**src/rtl/honzales_float_pipe.sv**
```systemverilog
// Elastic DEPTH-stage float pipeline with valid/ready handshakes, a per-beat
// sign/NaN transform applied on entry, and a saturating NaN counter.
module honzales_float_pipe #(
  parameter  int EXP_W  = 8,
  parameter  int FRAC_W = 23,
  parameter  int DEPTH  = 2,
  parameter  int CNT_W  = 16,
  localparam int W      = 1 + EXP_W + FRAC_W,
  localparam int OCC_W  = $clog2(DEPTH + 1)
) (
  input  logic             clock,
  input  logic             reset,
  input  logic             io_in_valid,
  output logic             io_in_ready,
  input  logic [W-1:0]     io_in_bits,
  input  logic [1:0]       io_in_mode,
  output logic             io_out_valid,
  input  logic             io_out_ready,
  output logic [W-1:0]     io_out_bits,
  output logic [OCC_W-1:0] io_occupancy,
  output logic [CNT_W-1:0] io_nan_count,
  input  logic             io_clear_count
);

  localparam logic [W-1:0] CANON_NAN =
    {1'b0, {EXP_W{1'b1}}, {FRAC_W{1'b0}}} | (W'(1) << (FRAC_W - 1));

  typedef enum logic [1:0] {
    MODE_PASS   = 2'b00,
    MODE_NEGATE = 2'b01,
    MODE_ABS    = 2'b10,
    MODE_CANON  = 2'b11
  } mode_t;

  logic [W-1:0]     stage_data [1:DEPTH];
  logic [DEPTH:1]   stage_valid;
  logic [DEPTH+1:1] adv;
  logic [W-1:0]     prev_data  [1:DEPTH];
  logic [DEPTH:1]   prev_valid;
  logic [W-1:0]     transformed;
  logic             in_is_nan;
  logic             in_fire;

  assign in_is_nan = (&io_in_bits[W-2:FRAC_W]) && (|io_in_bits[FRAC_W-1:0]);
  assign in_fire   = io_in_valid && adv[1];

  always_comb begin
    transformed = io_in_bits;
    unique case (mode_t'(io_in_mode))
      MODE_PASS:   transformed = io_in_bits;
      MODE_NEGATE: transformed = {~io_in_bits[W-1], io_in_bits[W-2:0]};
      MODE_ABS:    transformed = {1'b0, io_in_bits[W-2:0]};
      MODE_CANON:  transformed = in_is_nan ? CANON_NAN : io_in_bits;
      default:     transformed = io_in_bits;
    endcase
  end

  // A stage may advance if it or any stage downstream of it holds a bubble,
  // or the consumer is taking the head beat this cycle.
  always_comb begin
    logic bubble;
    bubble         = io_out_ready;
    adv            = '0;
    adv[DEPTH + 1] = io_out_ready;
    for (int k = DEPTH; k >= 1; k--) begin
      bubble = bubble | ~stage_valid[k];
      adv[k] = bubble;
    end
  end

  always_comb begin
    prev_valid    = '0;
    prev_valid[1] = io_in_valid;
    prev_data[1]  = transformed;
    for (int k = 2; k <= DEPTH; k++) begin
      prev_valid[k] = stage_valid[k-1];
      prev_data[k]  = stage_data[k-1];
    end
  end

  always_ff @(posedge clock or negedge reset) begin
    if (!reset) begin
      stage_valid <= '0;
    end else begin
      for (int k = 1; k <= DEPTH; k++) begin
        if (adv[k]) stage_valid[k] <= prev_valid[k];
      end
    end
  end

  // Payload registers carry no reset; only the valids define occupancy.
  always_ff @(posedge clock) begin
    for (int k = 1; k <= DEPTH; k++) begin
      if (adv[k] && prev_valid[k]) stage_data[k] <= prev_data[k];
    end
  end

  always_ff @(posedge clock or negedge reset) begin
    if (!reset) begin
      io_nan_count <= '0;
    end else if (io_clear_count) begin
      io_nan_count <= '0;
    end else if (in_fire && in_is_nan && (io_nan_count != {CNT_W{1'b1}})) begin
      io_nan_count <= io_nan_count + CNT_W'(1);
    end
  end

  always_comb begin
    io_occupancy = '0;
    for (int k = 1; k <= DEPTH; k++) begin
      io_occupancy = io_occupancy + OCC_W'(stage_valid[k]);
    end
  end

  assign io_in_ready  = adv[1];
  assign io_out_valid = stage_valid[DEPTH];
  assign io_out_bits  = stage_data[DEPTH];

endmodule

```
**config.mk**
```make
export PLATFORM = sky130hd
export DESIGN_NAME = honzales_float_pipe
export DESIGN_NICKNAME = d
export VERILOG_FILES = /design/src/rtl/honzales_float_pipe.sv
export SDC_FILE = /design/constraint.sdc
export NUM_CORES = 1
export LEC_CHECK = 0
export CELL_PAD_IN_SITES_DETAIL_PLACEMENT = 1
export CELL_PAD_IN_SITES_GLOBAL_PLACEMENT = 2
export CORE_ASPECT_RATIO = 0.9
export CORE_MARGIN = 3
export CORE_UTILIZATION = 34
export CTS_CLUSTER_DIAMETER = 50
export DETAILED_ROUTE_END_ITERATION = 12
export PLACE_DENSITY = 0.88
export SYNTH_ARGS = -nofsm -noshare
export SYNTH_HDL_FRONTEND = slang
export SYNTH_SLANG_ARGS = --single-unit
```
**constraint.sdc**
```tcl
create_clock -name clock -period 5.25 [get_ports clock]
set_input_delay 1.3125 -clock clock [delete_from_list [all_inputs] [get_ports clock]]
set_output_delay 1.3125 -clock clock [all_outputs]
set_load 0.01 [all_outputs]
```
# --- Word-level counts from Yosys, hierarchy flattened ---
# Memories as Yosys holds them, arrays and structs flattened.
# Index checks and enable logic that the tools add are counted.
word_totals:
  memories: 1
  input_bits: 39
  ff_bits: 18
  ramBits: 64
  word_cells: 32
mem_list:
  columns: ["name", "depth", "width", "read_ports", "rd_clocked_by_memory_dff", "write_ports", "line", "source"]
  rows:
  - ["stage_data", 2, 32, 2, 0, 2, "35", "logic [W-1:0] stage_data [1:DEPTH];"]
op_classes:
  add_sub_neg: 2
  reduce_logical: 9
  mux: 8
  n_eq_ne: 4
  bitwise: 5
ops:
  columns: ["cell", "count"]
  rows:
  - ["32-bit case mux with 4 select lines", 1]
  - ["16-bit 2-to-1 mux", 2]
  - ["32-bit 2-to-1 mux", 1]
  - ["23-bit OR reduction", 1]
  - ["16-bit by 1-bit adder with 16-bit output, second input constant", 1]
  - ["16-bit inequality test, second input constant", 1]
  - ["8-bit AND reduction", 1]
  - ["1-bit logical AND", 5]
  - ["2-bit equality test, second input constant", 2]
  - ["1-bit 2-to-1 mux", 4]
  - ["1-bit NOT", 3]
  - ["1-bit by 1-bit adder with 2-bit output", 1]
  - ["2-bit by 1-bit equality test with 1-bit output, second input constant", 1]
  - ["2-bit zero test", 1]
  - ["1-bit bitwise OR", 2]
  - ["2-bit nonzero test", 1]

# --- Logic depth before layout (Yosys ltp) ---
depth:
  ltp_word: 8
  ltp_mapped: 8
  depth_no_buf: 6

# --- Worst setup path before layout ---
# Ideal clock, no wire load.
synth_path:
  path_kind: "input port to flip-flop"
  start: "in io_out_ready"
  end: "reg io_nan_count[15]"
  arrival_time_ps: 2931
  cell_stages: 6
  slack_ps: 2194
  setup_ps: 125
  t_required_ps: 5125
  cell_sequence: "nand3b_1 > or4b_1 > a221o_1 > buf_2 > nor4_1 > mux2_2"
synth_via:
  elab_chain_len: 6
synth_rtl:
  columns: ["item", "line", "source"]
  rows:
  - ["start, declared", "18", "input logic io_out_ready,"]
  - ["1-bit bitwise OR (2 in a row)", "66", "bubble = bubble | ~stage_valid[k];"]
  - ["1-bit logical AND", "45", "assign in_fire = io_in_valid && adv[1];"]
  - ["1-bit logical AND (2 in a row)", "103", "end else if (in_fire && in_is_nan && (io_nan_count != {CNT_W{1'b1}})) begin"]
  - ["2-bit nonzero test (no line)", null, null]
  - ["end signal, assigned", "104", "io_nan_count <= io_nan_count + CNT_W'(1);"]
  - ["end, declared", "21", "output logic [CNT_W-1:0] io_nan_count,"]
# No other way between the ends.
# A chain may end at the register's enable or synchronous reset.

# --- Worst setup path after layout ---
layout_path:
  start: "in io_out_ready"
  end: "out io_in_ready"
layout_via:
  elab_chain_len: 2
layout_rtl:
  columns: ["item", "line", "source"]
  rows:
  - ["1-bit bitwise OR (2 in a row)", "66", null]
  - ["end, declared", "14", "output logic io_in_ready,"]
# No other way between the ends.

==> metrics.txt <==
# TYPE chip_impl_metric gauge
chip_impl_metric{name="post_synth_instance_area",unit="mm²"} 0.00318
chip_impl_info{name="final_cell_mix",value="90 x sky130_fd_sc_hd__clkdlybuf4s50_1, 64 x sky130_fd_sc_hd__edfxtp_1, 25 x sky130_fd_sc_hd__and2_1"} 1
chip_impl_metric{name="crit_required",unit="ns"} 3.94
chip_impl_metric{name="first_global_vias",unit=""} 2136
chip_impl_info{name="cp-end-kind",value="output port"} 1
chip_impl_metric{name="floorplan.core_area",unit="mm²"} 0.00885
chip_impl_metric{name="final_cell_area",unit="mm²"} 0.00440
chip_impl_metric{name="leakagePower",unit="nW"} 1.51
chip_impl_metric{name="report.power.total",unit="W"} 0.00137
chip_impl_metric{name="vias",unit=""} 2078
chip_impl_metric{name="worst_slew_pin_slew",unit="ns"} 0.892
chip_impl_metric{name="gr-total-overflow",unit=""} 0
chip_impl_metric{name="ff2ff_setup_slack",unit="ns"} 2.69
chip_impl_metric{name="placement.io_buffers",unit=""} 90
chip_impl_metric{name="cap_viol_max_count",unit=""} 0
chip_impl_metric{name="setup_failing_eps_final",unit=""} 0
chip_impl_metric{name="areaGrowthSynthToFinish",unit="%"} 38.4
chip_impl_metric{name="post_detailed_route_wirelength_per_cell",unit="µm"} 17.3
chip_impl_metric{name="tritoncts_num_sinks",unit=""} 82
chip_impl_metric{name="critPathArrivalTime",unit="ns"} 2.55
chip_impl_metric{name="final_nets",unit=""} 350
chip_impl_metric{name="finalSetupTns",unit="ns"} 0
chip_impl_metric{name="final_min_period_over_clock_period",unit=""} 0.736
chip_impl_metric{name="timing.slew.headroom",unit=""} 0.405
chip_impl_info{name="timing.critical_path.from_type",value="input port"} 1
chip_impl_info{name="crit_type",value="input port to output port"} 1
chip_impl_metric{name="rows",unit=""} 32
chip_impl_metric{name="gr_met3_demand_resource",unit=""} 0.0385
chip_impl_metric{name="detailedRoute.firstPassIterationCount",unit=""} 4
chip_impl_metric{name="maxClockFrequency",unit="MHz"} 259
chip_impl_metric{name="mappedNetlistNets",unit=""} 263
chip_impl_metric{name="period_needed",unit="ns"} 3.86
chip_impl_metric{name="track_usage",unit=""} 0.146
chip_impl_metric{name="clock_tree.buffer_depth",unit=""} 2
chip_impl_metric{name="detail_route.drc_violations",unit=""} 0
chip_impl_metric{name="globalRouteMet2Util",unit=""} 0.239
chip_impl_info{name="rsz0062_at_grt",value="false"} 1
chip_impl_metric{name="dieHeight",unit="µm"} 97.7
chip_impl_metric{name="ctsHtreeMaxLevel",unit=""} 3
chip_impl_metric{name="drc_violation_total_after_the_first_tritonroute_iteration",unit=""} 110
chip_impl_metric{name="fin_cells",unit=""} 433
chip_impl_metric{name="overall_die_width",unit="µm"} 108
chip_impl_info{name="outcome",value="completed"} 1
chip_impl_metric{name="viasPerCell",unit=""} 4.80
chip_impl_metric{name="global_route_wire_length_before_repair",unit="µm"} 11600
chip_impl_metric{name="dp.final_hpwl",unit="µm"} 5440
chip_impl_metric{name="die_area",unit="mm²"} 0.0105
chip_impl_metric{name="drive_above_1_share",unit=""} 0.0573
chip_impl_metric{name="number_of_primary_i_o_pins",unit=""} 91
chip_impl_metric{name="post-place-cells",unit=""} 417
chip_impl_metric{name="critical_path_buf_inv_count",unit=""} 2
chip_impl_metric{name="postPlaceCellArea",unit="mm²"} 0.00418
chip_impl_metric{name="post_cts_resize_count",unit=""} 0
chip_impl_info{name="layout_commonest_cell",value="sky130_fd_sc_hd__clkdlybuf4s50_1"} 1
chip_impl_metric{name="post_cts_setup_buffer_count",unit=""} 0
chip_impl_info{name="cp_cell_sequence",value="clkdlybuf4s50_1 > nand3b_1 > clkdlybuf4s50_1"} 1
chip_impl_info{name="path_delay_family",value="buffers and inverters"} 1
chip_impl_info{name="clk_root_buffer_cell",value="sky130_fd_sc_hd__clkbuf_8"} 1
chip_impl_metric{name="start_util",unit=""} 0.359
chip_impl_metric{name="maximum_number_of_pins_on_one_net_before_global_route_repair",unit=""} 33
chip_impl_info{name="synth_ff_type",value="sky130_fd_sc_hd__edfxtp_1"} 1
chip_impl_metric{name="antenna_cells_inserted",unit=""} 0
chip_impl_metric{name="powerDensity",unit="mW/mm²"} 313
chip_impl_metric{name="cts-hold-fix-buffers",unit=""} 0
chip_impl_metric{name="postSynthAreaPerCell",unit="µm²"} 14.3
chip_impl_info{name="hold_class",value="flip-flop to flip-flop"} 1
chip_impl_metric{name="path_max_fanout",unit=""} 4
chip_impl_metric{name="synth-seq-area-share",unit=""} 0.746
chip_impl_metric{name="hold_viol",unit=""} 0
chip_impl_metric{name="yosys.cell_types.count",unit=""} 30
chip_impl_metric{name="ys_seq_elements",unit=""} 82
chip_impl_metric{name="clkTransAtPathRegs",unit="ns"} 0.08
chip_impl_metric{name="antenna_found_initial",unit=""} 0
chip_impl_info{name="crit_path_frequent_cell",value="sky130_fd_sc_hd__clkdlybuf4s50_1"} 1
chip_impl_metric{name="critical_path.max_stage_delay",unit="ns"} 0.58
chip_impl_metric{name="gp_congestion",unit=""} 0.723
chip_impl_metric{name="instance_count_of_the_mapped_netlist",unit=""} 222
chip_impl_info{name="globalRoute.busiestLayer",value="met2"} 1
chip_impl_metric{name="globalRouteMet1Util",unit=""} 0.187
chip_impl_metric{name="ys_async_sr_fraction",unit=""} 0.220
chip_impl_metric{name="yosysWarningCount",unit=""} 0
chip_impl_metric{name="fin_hold_ws",unit="ns"} 0.420
chip_impl_metric{name="number_of_flops_mapped_to_enable_cells_by_yosys",unit=""} 64
chip_impl_metric{name="timing.clock.skew",unit="ns"} 0.00768
chip_impl_metric{name="worst_skew_pair.late_latency",unit="ns"} 0.35
chip_impl_metric{name="postRouteWirelength",unit="µm"} 7500
chip_impl_metric{name="ir_drop_worst_case_vdd",unit="V"} 0.000133
chip_impl_info{name="critical-path-slowest-cell",value="sky130_fd_sc_hd__clkdlybuf4s50_1"} 1
chip_impl_info{name="cts_tree",value="built"} 1
chip_impl_metric{name="tritoncts.num_buffers",unit=""} 9
chip_impl_metric{name="drtAntennaViolNets",unit=""} 0
chip_impl_metric{name="final_max_slew_viol_count",unit=""} 0
[routing by layer]
layer  wire (µm)  vias up
li1            -      996
met1        3320     1024
met2        3780       50
met3         314        8
met4          90        0
met5           0        -
[cells in the mapped netlist (all sizes together), types with 2 or more instances]
cell type,n,area share
nor2b,2,0.0039
o31ai,4,0.0094
o21ai,10,0.016
ha,2,0.0079
nor2,7,0.0083
nand3,8,0.013
nor3,2,0.0031
clkbuf,13,0.015
buf,3,0.0043
edfxtp,64,0.60
a21oi,13,0.020
and4,2,0.0055
nor4,4,0.0079
inv,3,0.0035
and2,25,0.049
nand2,8,0.0094
nand4,5,0.0098
nand2b,3,0.0059
dfrtp,18,0.14
or3,12,0.024
or4,6,0.014
[cells by family after synthesis]
group           Yosys count  synth area share
simple gates             86             0.159
flops                    82             0.746
compound gates           30            0.0539
buf+inv                  19            0.0232
mux                       2           0.00669
fa+ha+maj                 2           0.00787
xor+xnor                  1           0.00276
[final timing paths]
path / depth (start not counted) / start / endpoint
max: 3 / io_out_ready / io_in_ready
min: 0 / stage_data[1][26] / stage_data[2][26]
max reg2reg: 5 / stage_valid[2] / io_nan_count[15]
min reg2reg: 0 / stage_data[1][26] / stage_data[2][26]
max in group asynchronous: 1 / reset / io_nan_count[12]
min in group asynchronous: 1 / reset / io_nan_count[4]
[flip-flops by register name, indices dropped and copies added (netlist names)]
name	flops
io_nan_count	16
stage_valid	2
stage_data	64
[worst register-to-register path: cells and delay by family (launching register included)]
family / cells / cell delay, ns
compound gates: 1 / 0.60
mux: 1 / 0.37
flops: 1 / 0.42
simple gates: 3 / 1.06
[area by class of cell]
cell class | instances | area (µm²)
Tap cell | 119 | 149
Fill cell | 908 | 4450
Timing Repair Buffer | 92 | 916
Inverter | 3 | 11.3
Multi-Input combinational cell | 121 | 732
Clock buffer | 10 | 128
Clock inverter | 6 | 90.1
Sequential cell | 82 | 2370
[through the flow]
stage	util	setup WS (ns)
finish	0.497	1.39
global route	0.497	1.30
CTS	0.497	1.37
detailed placement	0.472	1.22
global placement	0.472	1.34
floorplan	-	2.19
[power by group]
part           switching (W)  internal, W
registers          0.0000108     0.000745
logic              0.0000552    0.0000683
clock network       0.000225     0.000270
Note: power is estimated with default switching activity, not from simulation.
